File: src/rtl/sync_mem_pkg.sv
// Shared types for sync_mem: clear-sequencer state, access decode, address width helper.
package sync_mem_pkg;

    typedef enum logic {
        CLEAR = 1'b0,
        IDLE  = 1'b1
    } state_t;

    typedef enum logic [1:0] {
        ACC_NONE = 2'd0,
        ACC_WR   = 2'd1,
        ACC_RD   = 2'd2,
        ACC_ERR  = 2'd3
    } acc_t;

    function automatic int calc_aw(input int depth);
        return (depth < 2) ? 1 : $clog2(depth);
    endfunction

endpackage

File: src/rtl/sync_mem_array.sv
// Plain single-port storage: one write port with byte enables, one registered read port.
// Each byte lane is a separate array so byte-enable writes map onto simple RAM columns.
module sync_mem_array
    import sync_mem_pkg::*;
#(
    parameter int WIDTH = 32,
    parameter int DEPTH = 8,
    parameter int AW    = 3
) (
    input  logic               clk,
    input  logic               rst_n,
    input  logic               we,
    input  logic [WIDTH/8-1:0] be,
    input  logic               re,
    input  logic [AW-1:0]      addr,
    input  logic [WIDTH-1:0]   wdata,
    output logic [WIDTH-1:0]   rdata
);

    localparam int NB = WIDTH / 8;

    for (genvar gi = 0; gi < NB; gi++) begin : g_lane
        logic [7:0] r_mem [DEPTH];
        logic [7:0] r_rd;

        always_ff @(posedge clk) begin
            if (we && be[gi]) begin
                r_mem[addr] <= wdata[gi*8 +: 8];
            end
        end

        // Only the output register is reset; the array contents are zeroed by the clear sequencer.
        always_ff @(posedge clk or negedge rst_n) begin
            if (!rst_n) begin
                r_rd <= '0;
            end else if (re) begin
                r_rd <= r_mem[addr];
            end
        end

        assign rdata[gi*8 +: 8] = r_rd;
    end

endmodule

File: src/rtl/sync_mem.sv
// Single-port RAM with registered read, rvalid/err pulses and a post-reset clear sequencer.
// Optional byte write strobes are enabled by defining SYNC_MEM_WSTRB_EN.
module sync_mem
    import sync_mem_pkg::*;
#(
    parameter  int WIDTH = 32,
    parameter  int DEPTH = 8,
    localparam int AW    = calc_aw(DEPTH)
) (
    input  logic               clk,
    input  logic               rst_n,
    input  logic               en,
    input  logic               we,
    input  logic               re,
    input  logic [AW:0]        addr,
    input  logic [WIDTH-1:0]   wdata,
`ifdef SYNC_MEM_WSTRB_EN
    input  logic [WIDTH/8-1:0] wstrb,
`endif
    output logic [WIDTH-1:0]   rdata,
    output logic               rvalid,
    output logic               busy,
    output logic               err
);

    localparam logic [AW:0]   DEPTH_A  = (AW+1)'(DEPTH);
    localparam logic [AW-1:0] LAST_CNT = AW'(DEPTH - 1);

    state_t               r_state;
    state_t               w_state_next;
    logic [AW-1:0]        r_cnt;
    logic                 r_rvalid;
    logic                 r_err;
    acc_t                 w_acc;
    logic                 w_busy;
    logic                 w_mem_we;
    logic                 w_mem_re;
    logic [AW-1:0]        w_mem_addr;
    logic [WIDTH-1:0]     w_mem_wdata;
    logic [WIDTH/8-1:0]   w_mem_be;
    logic [WIDTH/8-1:0]   w_strb;

`ifdef SYNC_MEM_WSTRB_EN
    assign w_strb = wstrb;
`else
    assign w_strb = '1;
`endif

    always_ff @(posedge clk or negedge rst_n) begin
        if (!rst_n) begin
            r_state <= CLEAR;
            r_cnt   <= '0;
        end else begin
            r_state <= w_state_next;
            if (r_state == CLEAR) begin
                r_cnt <= r_cnt + 1'b1;
            end
        end
    end

    always_comb begin
        w_state_next = r_state;
        if (r_state == CLEAR && r_cnt == LAST_CNT) begin
            w_state_next = IDLE;
        end
    end

    // Any enabled access during the clear sequence is rejected as an error.
    always_comb begin
        w_acc = ACC_NONE;
        if (en) begin
            if (r_state == CLEAR) begin
                w_acc = ACC_ERR;
            end else if (we && re) begin
                w_acc = ACC_ERR;
            end else if ((we || re) && addr >= DEPTH_A) begin
                w_acc = ACC_ERR;
            end else if (we) begin
                w_acc = ACC_WR;
            end else if (re) begin
                w_acc = ACC_RD;
            end
        end
    end

    always_comb begin
        w_busy      = (r_state == CLEAR);
        w_mem_we    = w_busy || (w_acc == ACC_WR);
        w_mem_re    = (w_acc == ACC_RD);
        w_mem_addr  = w_busy ? r_cnt : addr[AW-1:0];
        w_mem_wdata = w_busy ? '0 : wdata;
        w_mem_be    = w_busy ? '1 : w_strb;
    end

    always_ff @(posedge clk or negedge rst_n) begin
        if (!rst_n) begin
            r_rvalid <= 1'b0;
            r_err    <= 1'b0;
        end else begin
            r_rvalid <= (w_acc == ACC_RD);
            r_err    <= (w_acc == ACC_ERR);
        end
    end

    sync_mem_array #(
        .WIDTH (WIDTH),
        .DEPTH (DEPTH),
        .AW    (AW)
    ) u_array (
        .clk   (clk),
        .rst_n (rst_n),
        .we    (w_mem_we),
        .be    (w_mem_be),
        .re    (w_mem_re),
        .addr  (w_mem_addr),
        .wdata (w_mem_wdata),
        .rdata (rdata)
    );

    assign rvalid = r_rvalid;
    assign err    = r_err;
    assign busy   = w_busy;

endmodule
File: config.mk
export PLATFORM = sky130hd
export DESIGN_NAME = sync_mem
export DESIGN_NICKNAME = d
export VERILOG_FILES = /design/src/rtl/sync_mem_pkg.sv /design/src/rtl/sync_mem_array.sv /design/src/rtl/sync_mem.sv
export SDC_FILE = /design/constraint.sdc
export NUM_CORES = 1
export LEC_CHECK = 0
export ABC_AREA = 1
export CAP_MARGIN = 10
export CORE_AREA = 10 10 218 220
export CTS_BUF_LIST = sky130_fd_sc_hd__clkbuf_4 sky130_fd_sc_hd__clkbuf_8
export CTS_CLUSTER_SIZE = 25
export DETAILED_ROUTE_END_ITERATION = 8
export DIE_AREA = 0 0 228 230
export GPL_ROUTABILITY_DRIVEN = 0
export HOLD_SLACK_MARGIN = 0.08
export PLACE_DENSITY_LB_ADDON = 0.1
export RECOVER_POWER = 25
export SETUP_SLACK_MARGIN = 0.3
export SYNTH_ARGS = -nofsm -noshare
export SYNTH_HDL_FRONTEND = slang
export SYNTH_SLANG_ARGS = --single-unit
File: constraint.sdc
create_clock -name clk -period 8.15 [get_ports clk]
set_input_delay 1.63 -clock clk [delete_from_list [all_inputs] [get_ports clk]]
set_output_delay 1.63 -clock clk [all_outputs]
set_load 0.03 [all_outputs]
Word level (Yosys, flattened, before mapping)
Memories as Yosys holds them, arrays and structs flattened. A register that Yosys moved wholly into a read port is not among the register bits.
Cells that the tools add are included.
{ "totals": {"reg_bits": 6, "latchBits": 0, "mem_bits_rw": 256, "mem_bits_ro": 0, "mem_count": 4} }
{ "classes": {"n_addsub": 1, "multipliers": 0, "n_div": 0, "order_cmp": 1, "eq_ne": 4, "shift": 0, "n_mux": 10, "bitwise": 1, "n_reduce_logical": 9} }
{ "memory_table": {"columns": ["name", "words", "word_bits", "read_ports", "rd_clocked_by_memory_dff", "write_ports", "line", "rtl"], "rows": [
  ["u_array.g_lane[0].r_mem", 8, 8, 1, 1, 1, "sync_mem_array.sv:23", "logic [7:0] r_mem [DEPTH];"],
  ["u_array.g_lane[1].r_mem", 8, 8, 1, 1, 1, "sync_mem_array.sv:23", null],
  ["u_array.g_lane[2].r_mem", 8, 8, 1, 1, 1, "sync_mem_array.sv:23", null],
  ["u_array.g_lane[3].r_mem", 8, 8, 1, 1, 1, "sync_mem_array.sv:23", null]
]} }
{ "op_table": {"columns": ["cell", "n"], "rows": [
  ["$mux W32", 1],
  ["$mux W2", 6],
  ["$eq A2 B2 Y1 const B", 2],
  ["$ge A4 B4 Y1 const B", 1],
  ["$logic_not A1 Y1", 4],
  ["$add A3 B1 Y3 const B", 1],
  ["$eq A3 B3 Y1 const B", 1],
  ["$logic_and A1 B1 Y1", 3],
  ["$mux W3", 1],
  ["$eq A2 B1 Y1 const B", 1],
  ["$logic_or A1 B1 Y1", 2],
  ["$mux W1", 2],
  ["$not A1 Y1", 1]
]} }

Longest topological paths before layout
Gate-level depths: netlist of the first run.
{ "depth": {"ltp_word": 10, "depth_mapped": 11} }

By module
Synthesis of the first run repeated with hierarchy kept, for this count alone.
{ "hier_totals": {"cells_unflattened": 1272, "area_unflattened_um2": 12508.2} }
{ "modules_own_cells": {"columns": ["module", "instances", "cells_each", "area_each_um2", "seq_area_each_um2"], "rows": [
  ["sync_mem_array", 1, 1162, 11920.2, 8488.1],
  ["sync_mem", 1, 110, 588.1, 150.1]
]} }

Worst setup path after synthesis of the first run
No wires, ideal clock.
{ "synth_timing": {"kind": "input port to flip-flop", "startpoint": "input port addr[0]", "endpoint": "memory u_array.g_lane[0].r_mem[0][0], enable pin", "setup_ns": 0.421, "arrival_ns": 3.553, "slack_ns": 4.176, "cell_stages": 7, "path_cell_list": "inv_1 -> nand2_1 -> nand2_2 -> buf_4 -> buf_2 -> nand2_1 -> nor2_1"} }
{ "synth_between": {"elab_chain_len": 10} }
{ "synth_rtl": {"columns": ["item", "line", "rtl"], "rows": [
  ["start, declared", "sync_mem.sv:15", "input logic [AW:0] addr,"],
  ["$ge A4 B4 Y1", "sync_mem.sv:76", "end else if ((we || re) && addr >= DEPTH_A) begin"],
  ["$logic_and A1 B1 Y1", "sync_mem.sv:76", null],
  ["$mux W2", "sync_mem.sv:76", null],
  ["$mux W2", "sync_mem.sv:74", "end else if (we && re) begin"],
  ["$mux W2", "sync_mem.sv:72", "if (r_state == CLEAR) begin"],
  ["$mux W2", "sync_mem.sv:71", "if (en) begin"],
  ["$eq A2 B1 Y1", "sync_mem.sv:88", "w_mem_we = w_busy || (w_acc == ACC_WR);"],
  ["$logic_or A1 B1 Y1", "sync_mem.sv:88", null],
  ["$mux W1", "sync_mem_array.sv:27", "if (we && be[gi]) begin"],
  ["$mux W1 (implied by the code)", "sync_mem_array.sv:28", "r_mem[addr] <= wdata[gi*8 +: 8];"],
  ["end, declared", "sync_mem_array.sv:23", null]
]} }
Parallel ways exist; a longest one is shown, timed or not.

Worst setup path after layout of the first run
{ "layout_timing": {"startpoint": "register r_state", "endpoint": "output port busy"} }
{ "layout_between": {"elab_chain_len": 1} }
{ "layout_rtl": {"columns": ["item", "line", "rtl"], "rows": [
  ["start, declared", "sync_mem.sv:29", "state_t r_state;"],
  ["start signal, assigned", "sync_mem.sv:54", "r_state <= w_state_next;"],
  ["$not A1 Y1", "sync_mem.sv:87", "w_busy = (r_state == CLEAR);"],
  ["end, declared", "sync_mem.sv:22", "output logic busy,"]
]} }
Every way passes these cells.

==> results_dict.tcl, run 1 <==
set metrics [dict create \
    grt.busiest_layer "met1" \
    async_flop_share_pct 12.9 \
    syn-cell-area_mm2 0.0128 \
    avgRoutedWirePerCell_um 18.3 \
    synthAdderAreaFrac_pct 0.195 \
    timing.critical_path.slowest_cell_delay_ps 1580 \
    powerDensity_mw_per_mm2 228 \
    numPortBuffers 75 \
    fp.dieW_um 228 \
    synth_xor_area_share_pct 0 \
    synthCells 1273 \
    synth_simple_gate_area_share_pct 21.0 \
    htree_levels 2 \
    clk_pin_slew_ps 60 \
    ctsRootBufferMaster "clkbuf_8" \
    grt_antenna_before_repair 2 \
    rr_endpoint "u_array.g_lane[2].r_mem[0][6]" \
    critPathKind "flip-flop to output port" \
    gr-usage-met2_pct 19.3 \
    synth_seq_area_share_pct 67.3 \
    violations "max-capacitance violations, max-slew violations" \
    synth.ff_latch_count 294 \
    fp.coreArea_mm2 0.0429 \
    synth_edf_count 256 \
    hold_end "u_array.g_lane[2].r_rd[1]" \
    grt-ovfl-total 0 \
    vdd_drop_max_mv 0.104 \
    cpMaxStageDelayCell "dfrtp_1" \
    remaining_drc_errors 0 \
    clock_sinks 294 \
    setup_viol 0 \
    synth_most_common_cell "nand2_1" \
    hpwl_mm 21.6 \
    grt_use_met3_pct 2.51 \
    hold_buffers 0 \
    synth.area.top_cells "edfxtp_1 (60%), nand2_1 (10%), inv_1 (8.6%)" \
    drtAntennaViolNets 0 \
    fmax_mhz 190 \
    drive_gt1_share_pct 9.51 \
    crit_fanout 44 \
    finClkSkew_ps 11.5 \
    area_growth_pct 18.9 \
    cts_buffers 51 \
    met1_usage_pct 20.9 \
    die-area_mm2 0.0524 \
    routed_wl_mm 36.4 \
    worstPathCellList "inv_1 > clkdlybuf4s50_1" \
    grt_pass1_wl_mm 54.6 \
    finalCritPeriodShare_pct 64.6 \
    worst_pin_slew_ps 2940 \
    post_cts_resize_count 0 \
    worstPathArrival_ps 3640 \
    slew_headroom_pct -96.3 \
    first_iter_violations 464 \
    cts_setup_buffers 0 \
    status "finished with violations" \
    tns_ps 0 \
    period_needed_ps 5270 \
    grt_max_degree 75 \
    first_pass_iters 6 \
    syn_area_per_cell_um2 10.1 \
    num_io_pins 76 \
    clk_path_buf_depth 3 \
    hold_path.class "flip-flop to flip-flop" \
    timing.rr.start "r_state" \
    yosysWarnings 0 \
    rsz0062_at_grt "no" \
    synth.distinct_cells 21 \
    clkLatencyLatePin_ps 590 \
    p_leak_uw 0.00662 \
    num_vias 8370 \
    die_height_um 230 \
    cts_tree "yes" \
    min_path_cells 2 \
    fin_util_pct 35.6 \
    critPathRequiredTime_ps 6520 \
    synth_top_family_by_area "simple AND/OR/NAND/NOR gates" \
    num-nets-final 1398 \
    syn-num-nets 1316 \
    synth-main-ff-cell "edfxtp_1" \
    synth_top_area_share_pct 59.9 \
    routed_via_density 4.22 \
    grt_usage_pct 13.8 \
    min-delay-start "u_array.g_lane[2].r_rd[1]" \
    ff2ff_setup_slack_ps 3380 \
    worst-r2r-cell-count 6 \
    finalMaxSlewViolations 84 \
    finalHoldViolCount 0 \
    startpoint_type "flip-flop" \
    startpoint "r_state" \
    rows 76 \
    fillCellCount 4315 \
    grt_pass1_vias 8114 \
    synth-compound-area-share_pct 0.292 \
    yosysTopAreaCell "edfxtp_1" \
    maxCapViolations 2 \
    synth_common_cells "nand2_1 (342), inv_1 (294), edfxtp_1 (256)" \
    start_util_pct 29.9 \
    synthMuxAreaShare_pct 0 \
    cp-end-kind "output port" \
]
cells by family after synthesis:
kind of cell,Yosys count
compound gates,7
fa+ha+maj,2
buf+inv,348
flops,294
simple gates,622
power breakdown:
part           switching [µW]  leakage [µW]  internal [µW]
Clock                     616      0.000581            815
Combinational             234       0.00330            114
Sequential               24.7       0.00274           1680
Total                     874       0.00662           2610
sequential cells by signal (all words and copies together) (netlist names):
signal / flops
r_state: 1
r_cnt: 3
u_array.g_lane.r_mem: 256
u_array.g_lane.r_rd: 32
err: 1
rvalid: 1
stage by stage:
step	worst slack, ps	instances	power [µW]	instance area (µm²)	hold slack, ps
4_1_cts	3740	1982	3540	15200	513
3_3_place_gp	3480	1884	2090	14100	502
5_1_grt	2460	1984	3630	15300	542
6_report	2880	1984	3480	15300	506
3_5_place_dp	3520	1886	2090	14100	501
2_1_floorplan	4180	1273	1920	12800	499
critical path: cells and delay by family, from the launching register on:
kind                   cells  cell delay [ps]
flip-flops                 1             1580
buffers and inverters      2             1450
worst max-delay path by stage:
stage	endpoint	cells after the start	slack, ps
finish	busy	2	2880
global route	busy	2	2460
CTS	busy	2	3740
detailed placement	u_array.g_lane[1].r_mem[2][1]	6	3520
global placement	u_array.g_lane[3].r_mem[3][6]	7	3480
floorplan	u_array.g_lane[0].r_mem[0][0]	7	4180
layout make-up:
class | count | area, µm² | area share (%)
Multi-Input combinational cell | 631 | 2850 | 18.6
Clock buffer | 87 | 1060 | 6.94
Timing Repair Buffer | 82 | 840 | 5.50
Clock inverter | 9 | 46.3 | 0.303
Tap cell | 585 | 732 | 4.79
Sequential cell | 294 | 8640 | 56.6
Antenna cell | 1 | 2.50 | 0.0164
Inverter | 295 | 1110 | 7.25
routing by layer:
metal	routed length, µm	part of all wire [%]	up-vias
li1	-	-	4119
met1	19200	53	4012
met2	14900	41	184
met3	1570	4.3	55
met4	708	1.9	0
met5	0	0	-
cell usage in the layout, fill, tap and decap left out:
cell	n
nand2_1	342
inv_1	295
edfxtp_1	256
nand3_1	150
nor2_1	96
clkdlybuf4s50_1	74
clkbuf_8	65
dfrtp_1	38
clkbuf_4	22
nand3_2	10
nor2_4	9
nand2_4	7
clkinv_1	5
nor2_8	4
a21oi_1	3
nand2_2	3
clkinvlp_4	3
buf_4	3
o21ai_0	2
ha_1	2
buf_12	2
diode_2	1
a21boi_0	1
a21oi_2	1
or2_2	1
clkinv_2	1
buf_2	1
buf_16	1
clkbuf_1	1
(Power assumes the default switching activity.)
==> inputs of run 2 (changes only) <==
==> constraint.sdc (replaced) <==
create_clock -name clk -period 4.4 [get_ports clk]
set_input_delay 0.88 -clock clk [delete_from_list [all_inputs] [get_ports clk]]
set_output_delay 0.88 -clock clk [all_outputs]
set_load 0.03 [all_outputs]
==> run 2 against run 1 <==
Effect of this change:
- the run still ends with max-capacitance violations, max-slew violations left
- critical endpoint unchanged
- core utilization about the same
- largest power group unchanged
- clock skew up 4.9 ps
- power up 81%
- worst setup slack worse by 2000 ps
- via count down 4.0%
- final cell count up 0.60%
==> results_dict.tcl, run 2 (synthesis results as in run 1) <==
set metrics [dict create \
    grt_antenna_before_repair 0 \
    routed_wl_mm 31.2 \
    grt.busiest_layer "met2" \
    critPathRequiredTime_ps 3520 \
    fmax_mhz 287 \
    grt_usage_pct 12.0 \
    hold_path.class "flip-flop to flip-flop" \
    pre_cts_slack_ps 664 \
    htree_levels 2 \
    violations "max-capacitance violations, max-slew violations" \
    num_vias 8038 \
    cp-end-kind "output port" \
    stdcell_area_mm2 0.0153 \
    largest_register_ffs 256 \
    combPwrFrac_pct 9.8 \
    switching_share_pct 25.3 \
    grt-ovfl-total 0 \
    clk_path_buf_depth 3 \
    drive_gt1_share_pct 9.85 \
    num_antenna_cells 0 \
    gr-usage-met2_pct 18.0 \
    internal_power_uw 4710 \
    power_uw 6310 \
    finClkSkew_ps 16.4 \
    clk_pin_slew_ps 60 \
    clock_sinks 294 \
    num-nets-final 1410 \
    worstPathCellList "inv_1 > clkdlybuf4s50_1" \
    setup_viol 0 \
    met1_usage_pct 16.6 \
    first_pass_iters 4 \
    period_needed_ps 3490 \
    min_path_cells 2 \
    timing.critical_path.slowest_cell_delay_ps 840 \
    crit_fanout 20 \
    clkLatencyLatePin_ps 620 \
    die-area_mm2 0.0524 \
    grt_max_degree 57 \
    powerDensity_mw_per_mm2 413 \
    rr_endpoint "u_array.g_lane[3].r_mem[2][1]" \
    worst-r2r-cell-count 7 \
    place_area_mm2 0.0142 \
    finalMaxSlewViolations 39 \
    switchingPower_uw 1590 \
    first_iter_violations 459 \
    cpMaxStageDelayCell "dfrtp_1" \
    post_cts_resize_count 0 \
    hpwl_mm 18.8 \
    fp.coreArea_mm2 0.0429 \
    rsz0062_at_grt "no" \
    slew_headroom_pct -78.3 \
    remaining_drc_errors 0 \
    fp.dieW_um 228 \
    finalHoldViolCount 0 \
    maxCapViolations 1 \
    p_leak_uw 0.00665 \
    area_growth_pct 18.8 \
    setup_slack_ps 915 \
    power_frac_clock_pct 40.4 \
    avgRoutedWirePerCell_um 15.6 \
    ff2ff_setup_slack_ps 1040 \
    num_io_pins 76 \
    routed_via_density 4.03 \
    hold_buffers 0 \
    stdcell_count 1996 \
    final_cell_mix "nand2_1 (342), inv_1 (295), edfxtp_1 (256)" \
    rows 76 \
    drtAntennaViolNets 0 \
    grt_pass1_vias 7958 \
    start_util_pct 29.9 \
    seq_area_mm2 0.00864 \
    pwr-share-seq_pct 49.8 \
    numPortBuffers 75 \
    critPathKind "flip-flop to output port" \
    grt_pass1_wl_mm 48.9 \
    finalCritPeriodShare_pct 79.2 \
    min-delay-start "u_array.g_lane[2].r_rd[2]" \
    multi_input_area_mm2 0.00285 \
    status "finished with violations" \
    cts_buffers 52 \
    timing.rr.start "r_state" \
    vdd_drop_max_mv 0.172 \
    startpoint_type "flip-flop" \
    worst_pin_slew_ps 2670 \
    cts_tree "yes" \
    reg.largest.list "u_array.g_lane.r_mem (256), u_array.g_lane.r_rd (32), r_cnt (3)" \
    placed_cells 1898 \
    fillCellCount 4322 \
    layout_commonest_cell "nand2_1" \
    grt_use_met3_pct 3.18 \
    die_height_um 230 \
    ctsRootBufferMaster "clkbuf_8" \
    cts_setup_buffers 0 \
    largest-register "u_array.g_lane.r_mem" \
    hold_end "u_array.g_lane[2].r_rd[2]" \
    tns_ps 0 \
    worstPathArrival_ps 2610 \
]
-- run 2: layout make-up --
type	instances	share of cell area, %
well taps	585	4.80
clock inverters	22	0.664
clock buffers	76	6.24
flip-flops and latches	294	56.6
repair buffers	93	5.75
multi-input cells	631	18.7
inverters	295	7.26
-- run 2: stage by stage --
step	util [%]	hold WS [ps]
after floorplan	-	499
after global placement	33.1	492
after detailed placement	33.1	501
after CTS	35.6	349
after global routing	35.6	532
final	35.6	507
-- run 2: power by group through the flow --
stage               logic [µW]  clock network (µW)  registers (µW)
global placement           638                   0            3200
global route               685                2780            3150
floorplan                  242                   0            3310
finish                     620                2550            3140
detailed placement         638                   0            3200
CTS                        640                2660            3140
-- run 2: critical path, delay by kind of cell, from the launching register on --
kind	cells	cell delay [ps]
flops	1	840
buf+inv	2	1150
-- run 2: layer usage --
layer / part of all wire (%) / routed length, µm
met5: 0 / 0
met4: 1.7 / 531
met3: 4.5 / 1390
met2: 44 / 13600
met1: 50 / 15700
-- run 2: worst max-delay path by stage --
stage	start	to	slack (ps)	cells after the start
global placement	addr[3]	u_array.g_lane[3].r_mem[3][6]	700	5
floorplan	addr[0]	u_array.g_lane[0].r_mem[0][0]	1180	7
CTS	r_state	busy	1210	2
detailed placement	addr[3]	u_array.g_lane[0].r_mem[3][4]	660	5
finish	r_state	busy	910	2
global route	r_state	busy	650	2
